<file path="config.mk">
export PLATFORM = sky130hd
export DESIGN_NAME = timebase_sequencer
export DESIGN_NICKNAME = d
export VERILOG_FILES = /design/src/rtl/timebase_pkg.sv /design/src/rtl/timebase_sequencer_tick_generator.sv /design/src/rtl/timebase_sequencer.sv
export SDC_FILE = /design/constraint.sdc
export NUM_CORES = 1
export LEC_CHECK = 0
export ABC_AREA = 1
export BUFFER_PORTS_ARGS = -buffer_cell sky130_fd_sc_hd__buf_2
export CAP_MARGIN = 20
export CORE_UTILIZATION = 60
export DETAILED_ROUTE_END_ITERATION = 7
export GPL_TIMING_DRIVEN = 0
export HOLD_SLACK_MARGIN = 0.1
export PLACE_DENSITY = 0.81
export REMOVE_ABC_BUFFERS = 1
export SYNTH_ARGS = -nofsm -noshare
export SYNTH_HDL_FRONTEND = slang
export SYNTH_SLANG_ARGS = --single-unit
</file>
<file path="constraint.sdc">
create_clock -name inclk -period 3.9 [get_ports inclk]
set_input_delay 0.195 -clock inclk [delete_from_list [all_inputs] [get_ports inclk]]
set_output_delay 0.195 -clock inclk [all_outputs]
set_load 0.02 [all_outputs]
</file>
<file path="src/rtl/timebase_pkg.sv">
// timebase_pkg: shared constants and types for the timebase sequencer.
//   TB_NUM_RATES : number of entries in the timebase table
//   TB_RATES     : divider terminal counts, index 0 = fastest rate
//   tb_state_t   : sequencer state (hold divider in reset / running)
//   tb_rate()    : table lookup, out-of-range indices clamp to the last entry
package timebase_pkg;

  localparam int unsigned TB_NUM_RATES = 8;
  localparam int unsigned TB_IW        = 3;

  // Packed so index 0 sits in the low word: entry i is TB_RATES[i].
  localparam logic [TB_NUM_RATES-1:0][31:0] TB_RATES = {
    32'd250, 32'd100, 32'd50, 32'd20, 32'd10, 32'd5, 32'd2, 32'd1
  };

  typedef enum logic {
    TB_HOLD = 1'b0,
    TB_RUN  = 1'b1
  } tb_state_t;

  function automatic logic [31:0] tb_rate(input logic [31:0] idx);
    if (idx < 32'(TB_NUM_RATES)) return TB_RATES[idx[TB_IW-1:0]];
    return TB_RATES[TB_NUM_RATES-1];
  endfunction

endpackage

</file>
<file path="src/rtl/timebase_sequencer_tick_generator.sv">
// tick_generator: free-running modulo counter producing a one-cycle strobe
// every count_i cycles while enabled.
//   inclk    : clock
//   Reset    : async active-low reset
//   enable_i : advance the counter this cycle (and allow tick_o)
//   clear_i  : force the counter back to 0 (wins over enable_i)
//   count_i  : period in cycles; 0 is treated as 1
//   tick_o   : high in the cycle the counter sits at count_i-1
module tick_generator (
  input  logic        inclk,
  input  logic        Reset,
  input  logic        enable_i,
  input  logic        clear_i,
  input  logic [31:0] count_i,
  output logic        tick_o
);

  logic [31:0] cnt_q, cnt_d;
  logic [31:0] last;
  logic        at_last;

  // A zero period degenerates to a tick every cycle.
  assign last    = (count_i == 32'd0) ? 32'd0 : count_i - 32'd1;
  // >= keeps the counter from running away if the period ever shrinks.
  assign at_last = (cnt_q >= last);
  assign tick_o  = enable_i && !clear_i && at_last;

  always_comb begin
    cnt_d = cnt_q;
    if (clear_i)       cnt_d = 32'd0;
    else if (enable_i) cnt_d = at_last ? 32'd0 : cnt_q + 32'd1;
  end

  always_ff @(posedge inclk or negedge Reset) begin
    if (!Reset) cnt_q <= 32'd0;
    else        cnt_q <= cnt_d;
  end

endmodule

</file>
<file path="src/rtl/timebase_sequencer.sv">
// timebase_sequencer: turns step_up/step_down requests into a divider
// terminal count from the timebase table, holding the divider in reset for
// HOLD_CYCLES cycles on every change, and emits a sample strobe aligned to
// the divider cadence.
//   inclk       : system / divider clock
//   Reset       : async active-low reset
//   step_up     : one-cycle request for the next slower rate
//   step_down   : one-cycle request for the next faster rate
//   div_count   : registered terminal count to the divider
//   div_reset_n : registered active-low divider reset
//   rate_index  : registered current table index
//   busy        : high while a hold sequence is in progress
//   sample_tick : one-cycle strobe every div_count cycles while running
module timebase_sequencer
  import timebase_pkg::*;
#(
  parameter int NUM_RATES   = 8,
  parameter int HOLD_CYCLES = 4,
  parameter int INIT_INDEX  = 0,
  localparam int IW = (NUM_RATES > 1) ? $clog2(NUM_RATES) : 1
) (
  input  logic          inclk,
  input  logic          Reset,
  input  logic          step_up,
  input  logic          step_down,
  output logic [31:0]   div_count,
  output logic          div_reset_n,
  output logic [IW-1:0] rate_index,
  output logic          busy,
  output logic          sample_tick
);

  localparam int HW = $clog2(HOLD_CYCLES) + 1;

  tb_state_t     state_q, state_d;
  logic [IW-1:0] idx_q, idx_d;
  logic [31:0]   cnt_q, cnt_d;
  logic [HW-1:0] hold_q, hold_d;
  logic          drst_n_q, drst_n_d;
  logic          up_ok, dn_ok, accept;
  logic          run, tick;

  assign run    = (state_q == TB_RUN);
  // Simultaneous up/down cancel; saturate at both ends of the table.
  assign up_ok  = run && step_up && !step_down && (idx_q < IW'(NUM_RATES - 1));
  assign dn_ok  = run && step_down && !step_up && (idx_q != '0);
  assign accept = up_ok || dn_ok;

  always_comb begin
    state_d  = state_q;
    idx_d    = idx_q;
    cnt_d    = cnt_q;
    hold_d   = hold_q;
    drst_n_d = drst_n_q;
    unique case (state_q)
      TB_HOLD: begin
        drst_n_d = 1'b0;
        hold_d   = hold_q + HW'(1);
        if (hold_q == HW'(HOLD_CYCLES - 1)) begin
          state_d  = TB_RUN;
          drst_n_d = 1'b1;
          hold_d   = '0;
        end
      end
      TB_RUN: begin
        if (accept) begin
          idx_d    = up_ok ? idx_q + IW'(1) : idx_q - IW'(1);
          cnt_d    = tb_rate(32'(idx_d));
          state_d  = TB_HOLD;
          hold_d   = '0;
          drst_n_d = 1'b0;
        end
      end
      default: state_d = TB_HOLD;
    endcase
  end

  always_ff @(posedge inclk or negedge Reset) begin
    if (!Reset) begin
      state_q  <= TB_HOLD;
      idx_q    <= IW'(INIT_INDEX);
      cnt_q    <= tb_rate(32'(INIT_INDEX));
      hold_q   <= '0;
      drst_n_q <= 1'b0;
    end else begin
      state_q  <= state_d;
      idx_q    <= idx_d;
      cnt_q    <= cnt_d;
      hold_q   <= hold_d;
      drst_n_q <= drst_n_d;
    end
  end

  // Counter is cleared throughout HOLD so it restarts from 0 on release,
  // matching the divider; it is frozen in the cycle a request is accepted
  // so no strobe leaks out as the sequence starts.
  tick_generator u_tick (
    .inclk    (inclk),
    .Reset    (Reset),
    .enable_i (run && !accept),
    .clear_i  (!run),
    .count_i  (cnt_q),
    .tick_o   (tick)
  );

  assign div_count   = cnt_q;
  assign div_reset_n = drst_n_q;
  assign rate_index  = idx_q;
  assign busy        = !run;
  assign sample_tick = tick;

endmodule

</file>
Yosys cells after proc, flatten, opt, wreduce, memory -nomap -nowiden
Memories as Yosys holds them, arrays and structs flattened. A register that Yosys moved wholly into a read port is not among the register bits. Index checks and enable logic that the tools add are counted.

Add/subtract/negate cells: 5. $mul: 0. Div/mod/pow operators: 0. $lt $le $gt $ge: 2. Equal/unequal tests: 3. Shifts and indexed selects: 0. Multiplexer cells: 13. Bitwise gates (word level): 1. Reduce and logical (&&, ||, !) cells: 18.

Operators with widths (number): 2-to-1 mux 32 bit (4); adder 32 x 1 -> 32 bit (second input constant) (1); >= comparator 32 bit (1); logical NOT 32 bit (1); subtractor 32 x 1 -> 32 bit (second input constant) (1); logical AND 1 bit (9); 2-to-1 mux 3 bit (3); adder 3 x 1 -> 3 bit (second input constant) (2); case mux 3 bit (2 select lines) (1); logical NOT 1 bit (5); inequality test 2 x 1 -> 1 bit (second input constant) (2); case mux 1 bit (2 select lines) (2); == test 3 x 2 -> 1 bit (second input constant) (1); less-than comparator 3 bit (second input constant) (1); 2-to-1 mux 1 bit (3); nonzero test 3 bit (1); subtractor 3 x 1 -> 3 bit (second input constant) (1); AND reduction 2 bit (1); logical OR 1 bit (1); inverter 1 bit (1).

Register bits: 40. Latch bits: 0. RAM bits: 0. Memory bits (read-only): 256. Memories kept: 1.

Memories: (name not given) (depth 8, bits a word 32, read ports 1, clocked after memory_dff 1, write ports 0, line timebase_pkg.sv:22) `if (idx < 32'(TB_NUM_RATES)) return TB_RATES[idx[TB_IW-1:0]];`.

Longest topological paths before layout
Gate-level depths: netlist of run 1.

Depth after elaboration: 8. Gate-level depth with buffers: 19. Gate-level depth less buffers: 18.

Hierarchy
Synthesis of run 1 repeated with hierarchy kept, for this count alone.

Cell total of the unflattened synthesis: 793. Area total of the unflattened synthesis: 5165.0 um^2.

Modules (own cells, without submodules): tick_generator (times used 1, cells each 677, area an instance 4194.0 um^2, seq. area each 800.8 um^2); timebase_sequencer (times used 1, cells each 116, area an instance 970.9 um^2, seq. area each 376.6 um^2).

Least setup slack after synthesis of run 1
No wires, ideal clock.

Path kind: reg-to-output. Start point: register idx_q[0] (netlist: rate_index[0]). End point: output sample_tick. Data arrival time: 2988 ps. Slack: 717 ps. Stages on the path, launching flop included: 19. Path buffers: 1. Path through: dfrtp_1 nor2_1 nand2_1 nor3_1 inv_1 nor3_1 ha_1 inv_1 nand2_1 ha_1 nand2_1 nor2_1 nand4_1 nand3_1 nand2_1 nand2_1 nand2_1 buf_2 a21oi_1.

Longest elaborated chain between the ends: 7. Elaborated cells on any way between the ends: 9.

RTL lines: start, declared (line timebase_sequencer.sv:36) `logic [IW-1:0] idx_q, idx_d;`; start signal, assigned (line timebase_sequencer.sv:81) `idx_q <= IW'(INIT_INDEX);`; start signal, assigned (line timebase_sequencer.sv:87) `idx_q <= idx_d;`; less-than comparator 3 bit or nonzero test 3 bit (tied branches) (line timebase_sequencer.sv:45, timebase_sequencer.sv:46); logical AND 1 bit, on equally long branches (line timebase_sequencer.sv:45, timebase_sequencer.sv:46); logical OR 1 bit (*) (line timebase_sequencer.sv:47) `assign accept = up_ok || dn_ok;`; logical NOT 1 bit (*) (line timebase_sequencer.sv:100) `.enable_i (run && !accept),`; logical AND 1 bit (*) (line timebase_sequencer.sv:100); logical AND 1 bit (*) (2 in a row) (line timebase_sequencer_tick_generator.sv:26) `assign tick_o = enable_i && !clear_i && at_last;`; end, declared (line timebase_sequencer.sv:30) `output logic sample_tick`.

Mark *: on every way between the ends. The rest lies on a longest branch, timed or not.

Worst setup path after layout of run 1
Same ends and word-level chain as after synthesis.

==> results of run 1 <==
==> layer usage <==
metal	share of wire (%)	global-route usage, %	vias to the layer above	routed length (um)
met5	0	0	-	0
met4	2.8	11.2	0	274
met3	4.4	4.04	29	428
met2	48	51.5	116	4670
met1	45	35.5	1761	4400
li1	-	-	1978	-
==> final cells by class <==
class	count	area, um2	area share (%)
multi-input combinational	516	2700	61.3
sequential	47	1180	26.7
inverter	52	195	4.42
timing repair buffer	20	130	2.95
tap	96	120	2.72
clock buffer	6	82.6	1.87
clock inverter	1	5.00	0.113
==> registers in the layout, indices dropped and copies added, names as in the netlist <==
signal and count:
u_tick.cnt_q 32, hold_q 3, run 1, div_reset_n 1
div_count 7, rate_index 3
==> cells by family after synthesis <==
kind of cell | after synthesis | share of synthesized area [%]
AO/OA/AOI/OAI | 34 | 4.34
XOR/XNOR | 17 | 3.51
adder cells (fa/ha/maj) | 43 | 12.9
buffers and inverters | 90 | 11.4
flip-flops | 47 | 27.8
other | 1 | 0.0885
AND/OR/NAND/NOR | 397 | 40.1
==> worst paths after layout <==
kind                                    start               end  slack, ns
worst max register to register  rate_index[0]  u_tick.cnt_q[14]       0.71
max in group asynchronous               Reset      div_count[0]       3.11
worst max-delay path            rate_index[0]       sample_tick       0.28
worst min-delay path                    Reset   u_tick.cnt_q[6]       0.26
min in group inclk                div_reset_n       div_reset_n       0.48
worst min register to register    div_reset_n       div_reset_n       0.48
==> stage by stage <==
stage                     worst slack, ns  util [%]  setup TNS (ns)  hold slack (ns)
after floorplan                    0.0470         -               0           -0.101
after global placement             -0.720      62.5          -15.26            0.446
after detailed placement           -0.126      62.7          -0.126            0.456
after global routing              0.00296      65.0               0            0.278
after CTS                        0.000899      64.2               0            0.122
final                               0.283      65.0               0            0.260
==> Yosys cell counts, types with 4 or more instances <==
cell	instances	share of area, %
o21ai_0	10	1.2
nand2_1	207	18
xor2_1	8	1.7
nor2_4	5	1.3
nand2_2	5	0.74
ha_1	42	12
nor2_1	93	8.2
xnor2_1	9	1.9
buf_6	6	1.6
nor2_2	6	0.89
a21oi_1	18	2.1
buf_4	25	4.4
nand3_1	63	7.4
nand4_1	5	0.74
dfrtp_1	46	27
inv_1	49	4.3
buf_2	4	0.47
==> power by group <==
part	switching, mW	total [mW]	internal [mW]	leakage [nW]
registers	0.0933	0.655	0.561	0.634
clock network	0.173	0.313	0.140	0.0470
logic	0.791	1.15	0.356	1.55
total	1.06	2.11	1.06	2.23
==> repair_timing <==
action | CTS | global route
hold endpoints to repair | 0 | 46
gates cloned | 0 | 1
hold buffers | 0 | 1
endpoints found under the setup margin | 1 | 1
resized for setup | 3 | 4
pin swaps | 0 | 1
==> critical path, cell delays in order (launching register included) <==
cell	delay, ns
dfrtp_1	0.49
nor2_1	0.14
nand2_1	0.10
nor3_2	0.18
inv_1	0.08
nor3_2	0.24
ha_1	0.20
nand2_1	0.12
ha_1	0.33
nand2_1	0.07
nor2_1	0.14
nand4_1	0.17
a21oi_2	0.23
nor2_4	0.11
buf_8	0.18
a21oi_1	0.14
buf_2	0.18
==> qor.yml, run 1 <==
global_routing:
  grtUsageTotal_pct: 29.0
  grt_max_degree: 48
  grt_pass1_vias: 3822
  overflow: 0
  grt_pass1_wl_um: 17000
  antenna_found_initial: 0
placement:
  postPlaceCellArea_um2: 4260
  port_buffers: 17
  place_congestion: 0.992
  place_hpwl_um: 7100
  dp_cells: 728
routing:
  vias: 3884
  ant_nets: 0
  routed_wl_um: 9780
  firstDrtPassIters: 7
  wire_per_inst_um: 13.2
  vias_per_cell: 5.26
  drtIter0Drc: 234
  drc: 0
timing:
  fmax_ghz: 0.276
  rsz0062_at_grt: "false"
  tightest_slew_ns: 0.583
  finalSetupViolations: 0
  finClkSkew_ns: 0.00574
  finalHoldViolCount: 0
  slew_headroom_pct: 61.1
  timing.final.max_slew_violations: 0
  period_needed_ns: 3.62
  fin_crit_sh_pct: 92.7
cts:
  clk_pin_slew_ns: 0.09
  clockBufferDepth: 2
  cts_tree: "built"
  cts_root_buf: "clkbuf_8"
  post_cts_buffers: 0
  insertion_delay_ns: 0.32
  h-tree-depth: 2
  cts_made_buffers: 5
  cts_num_sinks: 47
worst_hold_path:
  min_path_type: "in -> async"
logic_synthesis:
  syn_avg_cell_area_um2: 6.74
  ys.flop_type: "dfrtp_1"
  synth_seq_cells: 47
  seq_area_frac_synth_pct: 27.8
  yosysWarnings: 0
  synth_cells: 629
  ys_types: 35
  syn_area_um2: 4240
  async_reset_ff_share_pct: 100
  synth_edf_count: 0
run_status:
  status: "finished, final reports clean"
die:
  io-pin-count: 42
  die_w_um: 86.1
  die_h_um: 86.1
  placement_rows: 30
  dieArea_um2: 7410
  start_util_pct: 62.4
  core_region_area_um2: 6790
finish:
  final_cells: 738
  final_cell_mix: "nand2_1, nor2_1, nand3_1"
  area_growth_pct: 4.13
  final_nets: 689
  drive_above_1_share_pct: 9.50
  final_common_cell: "nand2_1"
  fin_area_um2: 4410
  n_fill_cell: 615
  diodes: 0
worst_setup_path:
  arrival_ns: 3.42
  crit_path_max_fanout: 23
  criticalPathCategory: "reg -> out"
  cp.required_ns: 3.70
  critPathLaunchType: "flip-flop"
  worst_setup_path_end_kind: "output port"
  r2r_cells: 15
power_and_ir_drop:
  finalPower_mw: 2.11
  power_leakage_nw: 2.23
  ir_drop_mv: 0.460
  p_per_area_nw_per_um2: 479
run:
  cap_violations: 0
Power figures use the tool's default switching activity.
==> run 2, diff against run 1 <==
Settings changed: CELL_PAD_IN_SITES_DETAIL_PLACEMENT set to 0, CELL_PAD_IN_SITES_GLOBAL_PLACEMENT set to 1, CORE_UTILIZATION 60 to 43, PLACE_DENSITY 0.81 to not set, PLACE_DENSITY_LB_ADDON set to 0.1.
==> run 2 against run 1 <==
Clock-buffer cell count fell by 1. Clock power barely moved. Wire length rose by 11%. Cell count rose by 4.6%. Critical path type unchanged. Sequential cell count did not move. Sequential share of layout area fell by 0.34 points.
==> qor.yml, run 2 (synthesis results as in run 1) <==
worst_setup_path:
  worstPathCellList: "nor2_1, nand2_1, nor3_2, inv_1, nor3_4, ha_1, nand2_1, ha_1, nand2_1, nor2_1, nand4_1, nor2_2, nand2_4, buf_16, a21oi_1, buf_2"
  crit_top_cell: "nand2_1"
  max_stage_delay_ns: 0.48
  critPathBufInv: 3
  crit_path_max_fanout: 20
  criticalPathCategory: "reg -> out"
  cpLargestDelayFamily: "simple AND/OR/NAND/NOR gates"
  arrival_ns: 3.42
  r2r_slack_ns: 0.62
  cp.required_ns: 3.70
  crit_slowest_cell: "dfrtp_2"
  worst_setup_path_end_kind: "output port"
  critPathLaunchType: "flip-flop"
timing:
  fmax_ghz: 0.276
  finClkSkew_ns: 0.00693
  fin_crit_sh_pct: 92.8
  timing.final.max_slew_violations: 0
  setup_ws_ns: 0.280
  rsz0062_at_grt: "false"
  holdWs_ns: 0.370
  tightest_slew_ns: 0.941
  finalSetupViolations: 0
  finalHoldViolCount: 0
  slew_headroom_pct: 37.2
  fin_tns_setup_ns: 0
  period_needed_ns: 3.62
finish:
  final_cell_mix: "nand2_1, nor2_1, nand3_1"
  largest_register: "u_tick.cnt_q"
  largest_reg_flops: 32
  drive_above_1_share_pct: 9.80
  final_nets: 689
  diodes: 0
  final_common_cell: "nand2_1"
  area_growth_pct: 5.61
  n_fill_cell: 992
  final_cells: 772
cts:
  insertion_delay_ns: 0.31
  cts_root_buf: "clkbuf_8"
  cts_num_sinks: 47
  h-tree-depth: 2
  cts_tree: "built"
  clk_pin_slew_ns: 0.10
  cts_made_buffers: 5
  clockBufferDepth: 2
run:
  cap_violations: 0
routing:
  ant_nets: 0
  firstDrtPassIters: 4
  vias: 3862
  drc: 0
  drtIter0Drc: 145
  wire_per_inst_um: 14.1
  vias_per_cell: 5.00
  routed_wl_um: 10900
die:
  die_w_um: 101
  dieArea_um2: 10300
  die_h_um: 101
  io-pin-count: 42
  core_region_area_um2: 9420
  placement_rows: 35
  start_util_pct: 45.0
global_routing:
  overflow: 0
  grt_max_degree: 44
  grt_pass1_wl_um: 18200
  antenna_found_initial: 0
  grt_pass1_vias: 3578
  grtUsageTotal_pct: 23.0
placement:
  pre_cts_slack_ns: 0.0296
  place_congestion: 0.920
  port_buffers: 17
  place_hpwl_um: 8050
  dp_cells: 762
power_and_ir_drop:
  p_per_area_nw_per_um2: 475
  ir_drop_mv: 0.408
  finalPower_mw: 2.13
  power_leakage_nw: 2.23
worst_hold_path:
  min_path_type: "in -> async"
run_status:
  status: "finished, final reports clean"
[run 2: layer usage]
| metal | vias up | GRT usage [%] | share of wire (%) |
|---|---|---|---|
| met1 | 1797 | 29.7 | 48 |
| li1 | 1978 | - | - |
| met3 | 15 | 2.76 | 2.8 |
| met4 | 0 | 6.58 | 1.9 |
| met5 | - | 0 | 0 |
| met2 | 72 | 40.4 | 48 |
[run 2: worst reg2reg max path, stage by stage, from the launching register on]
cell and delay (ns):
dfrtp_2 0.48, nor2_1 0.11, nand2_1 0.10, nor3_2 0.20, inv_1 0.11, nor3_4 0.17
nand3_1 0.22, ha_1 0.35, a21oi_1 0.15, nor2_1 0.05, nor2_1 0.08, nand3_1 0.18
nor2_2 0.77, nand3_1 0.16, nand2_1 0.09
[run 2: worst paths after layout]
check,from,endpoint,cells past startpoint
max in group asynchronous,Reset,u_tick.cnt_q[11],3
worst max-delay path,rate_index[0],sample_tick,16
worst min register to register,div_reset_n,div_reset_n,2
worst min-delay path,Reset,u_tick.cnt_q[22],2
worst max register to register,rate_index[0],u_tick.cnt_q[4],14
min in group inclk,div_reset_n,div_reset_n,2
[run 2: what timing repair did]
item / in CTS / in global routing
cloned: 1 / 0
hold buffers: 1 / 0
setup endpoints to repair: 1 / 1
endpoints found under the hold margin: 19 / 0
buffers inserted: 0 / 0
pin swaps: 1 / 0
gates resized for setup: 2 / 6
[run 2: final cells by class]
cell class              count  area [um2]  share of cell area, %
flip-flops and latches     47        1180                   26.3
multi-input cells         516        2710                   60.5
repair buffers             20         143                   3.19
inverters                  52         195                   4.36
clock buffers               5        68.8                   1.54
clock inverters             3        20.0                  0.447
well taps                 129         161                   3.61
[run 2: report_power, final]
part	switching, mW	total [mW]	internal (mW)
sequential	0.0981	0.661	0.563
clock	0.189	0.314	0.125
combinational	0.785	1.15	0.369
total	1.07	2.13	1.06
[run 2: per-stage QoR]
stage	cell area, um2	utilization (%)
5_1_grt	4480	47.5
4_1_cts	4450	47.3
3_3_place_gp	4290	45.5
6_report	4480	47.5
3_5_place_dp	4340	46.1
2_1_floorplan	4040	-
==> run 3, diff against run 2 <==
Settings changed: CAP_MARGIN 20 to not set, CORE_UTILIZATION 43 to 44, SYNTH_HIERARCHICAL set to 1.
==> run 3 against run 2 <==
Global-route usage grew 1.2 points. Clock-buffer cell count rose by 1. Synthesized cell count is 26% higher. Synthesized area is 22% higher. Via count up 28%. Non-clock buffer count down 1. Critical path depth is 1 higher. Hold slack worse by 0.24 ns. Power rose by 6.2%. Critical endpoint unchanged. Highest routed layer unchanged.
==> qor.yml, run 3 <==
die:
  die_w_um: 110
  die_h_um: 110
  core_region_area_um2: 11400
  io-pin-count: 42
  placement_rows: 39
  start_util_pct: 45.2
  dieArea_um2: 12200
placement:
  postPlaceCellArea_um2: 5550
  pre_cts_slack_ns: -0.231
  dp_cells: 1013
  place_hpwl_um: 10600
  place_congestion: 0.846
  port_buffers: 17
worst_setup_path:
  crit_path_max_fanout: 11
  cp.required_ns: 3.70
  criticalPathCategory: "reg -> out"
  arrival_ns: 3.28
  crit_path_start: "div_count[1]"
  critPathLaunchType: "flip-flop"
  worstReg2RegStart: "div_count[1]"
  worst_setup_path_end_kind: "output port"
global_routing:
  antenna_found_initial: 0
  overflow: 0
  grt_max_degree: 48
  grt_pass1_vias: 4617
  grt_pass1_wl_um: 22400
  grtUsageTotal_pct: 24.2
timing:
  slew_headroom_pct: 21.7
  fmax_ghz: 0.288
  finalSetupViolations: 0
  period_needed_ns: 3.48
  timing.final.max_slew_violations: 0
  finalHoldViolCount: 0
  fin_crit_sh_pct: 89.2
  tightest_slew_ns: 1.17
  finClkSkew_ns: 0.00673
  rsz0062_at_grt: "false"
  setup_ws_ns: 0.422
finish:
  final_nets: 925
  fin_area_um2: 5750
  multiInputGateArea_um2: 3710
  area_growth_pct: 11.3
  final_cell_mix: "nand2_1, nor2_1, conb_1"
  diodes: 0
  drive_above_1_share_pct: 10.6
  largest_register: "u_tick/cnt_q"
  seq_area_um2: 1180
  largest_reg_flops: 32
  final_cells: 1023
  final_common_cell: "nand2_1"
  n_fill_cell: 1183
run:
  cap_violations: 0
routing:
  drtIter0Drc: 245
  drc: 0
  firstDrtPassIters: 5
  routed_wl_um: 13300
  vias: 4951
  vias_per_cell: 4.84
  wire_per_inst_um: 13.0
  ant_nets: 0
power_and_ir_drop:
  p_clk_share_pct: 23.5
  swShare_pct: 45.5
  seqPwrFrac_pct: 29.7
  ir_drop_mv: 0.483
  p_int_mw: 1.23
  power_leakage_nw: 2.88
  p_switching_mw: 1.03
  finalPower_mw: 2.26
  pwr-share-comb_pct: 46.8
  p_per_area_nw_per_um2: 393
logic_synthesis:
  syn_avg_cell_area_um2: 6.51
  yosys.area_share.simple_pct: 39.4
  synth-adder-area-share_pct: 10.3
  syn_area_um2: 5160
  synth_top_family_by_area: "simple AND/OR/NAND/NOR gates"
  synth_edf_count: 0
  muxShareOfSynthArea_pct: 0
  synth_cells: 793
  yosysTopAreaCell: "dfrtp_1"
  ys.flop_type: "dfrtp_1"
  synth_xor_area_share_pct: 2.20
  yosysTopAreaCellShare_pct: 22.3
  synthTopCellsByCount: "nand2_1, nor2_1, inv_1"
  synth_compound_area_share_pct: 12.5
  yosysWarnings: 6
  seq_area_frac_synth_pct: 22.8
  synth_area_leaders: "dfrtp_1, nand2_1, ha_1, nor2_1, nand3_1"
  ys_types: 42
  async_reset_ff_share_pct: 100
  synth_most_common_cell: "nand2_1"
  synth_seq_cells: 47
cts:
  clockBufferDepth: 2
  cts_root_buf: "clkbuf_16"
  clk_pin_slew_ns: 0.06
  insertion_delay_ns: 0.30
  h-tree-depth: 2
  cts_num_sinks: 47
  cts_made_buffers: 5
  cts_tree: "built"
run_status:
  status: "finished, final reports clean"
worst_hold_path:
  min_path_type: "in -> async"
[run 3: cell count changes after synthesis, moves of 8 or more]
cell,change
inv_2,+11
nor2_1,+31
inv_1,+38
o21ai_1,+9
nand3_1,+8
o21bai_1,+20
o21bai_4,+10
nand4_1,+9
[run 3: power by group through the flow]
stage	sequential [mW]	combinational (mW)	clock [mW]
3_5_place_dp	0.679	1.05	0
2_1_floorplan	0.724	0.698	0
4_1_cts	0.671	1.06	0.543
5_1_grt	0.687	1.21	0.558
6_report	0.671	1.06	0.531
3_3_place_gp	0.675	1.01	0
[run 3: cell type report]
type                    instances  area share (%)
inverters                     102            6.66
flip-flops and latches         47            20.5
well taps                     143            3.11
multi-input cells             704            64.5
clock inverters                 2           0.675
repair buffers                 19            2.09
clock buffers                   6            2.42
[run 3: worst paths after layout]
path                       slack, ns  depth (start not counted)              end
setup reg to reg                0.64                         17  u_tick/cnt_q[5]
hold reg to reg                 0.48                          2      div_reset_n
min in group inclk              0.37                          6     div_count[2]
max in group asynchronous       2.99                          1     div_count[1]
setup / recovery                0.42                         17      sample_tick
hold / removal                  0.13                          1     div_count[7]
[run 3: kinds of logic (layout without fill, tap and decap cells)]
logic type / Yosys count / count (layout)
flip-flops: 47 / 47
AND/OR/NAND/NOR: 468 / 469
buffers and inverters: 139 / 129
XOR/XNOR: 13 / 13
adder cells (fa/ha/maj): 42 / 42
AO/OA/AOI/OAI: 83 / 83
other: 1 / 97
[run 3: worst max-delay path: stages, from the launching register on]
cell and delay (ns):
dfrtp_2 0.50, inv_1 0.11, ha_1 0.23, inv_1 0.08, nor2_1 0.23, nand4_1 0.18, nor2_2 0.19, nand2_1 0.08
nand2_1 0.06, nand3_1 0.08, ha_1 0.28, nand2_1 0.06, nor2_1 0.14, nand4_1 0.09, nor2_1 0.13, nand2_2 0.12
a21oi_1 0.21, buf_2 0.20
[run 3: metrics by stage]
| step | TNS [ns] | hold slack [ns] | utilization (%) |
|---|---|---|---|
| 2_1_floorplan | 0 | -0.101 | - |
| 3_3_place_gp | -3.56 | 0.454 | 48.3 |
| 3_5_place_dp | -5.31 | 0.463 | 48.6 |
| 4_1_cts | 0 | 0.179 | 50.2 |
| 5_1_grt | 0 | 0.233 | 50.3 |
| 6_report | 0 | 0.135 | 50.3 |
[run 3: what timing repair did]
item                       in CTS  in global routing
cloned                          1                  0
pin swaps                       1                  1
buffers inserted                0                  1
setup endpoints to repair      30                 30
hold buffers                    0                  0
resized for setup               0                  3
[run 3: per-layer routing]
| layer | vias to the layer above | track usage, % | share of wire, % |
|---|---|---|---|
| li1 | 2595 | - | - |
| met2 | 88 | 40.0 | 47 |
| met3 | 14 | 3.00 | 3.3 |
| met5 | - | 0 | 0 |
| met4 | 0 | 6.95 | 1.6 |
| met1 | 2254 | 33.0 | 48 |
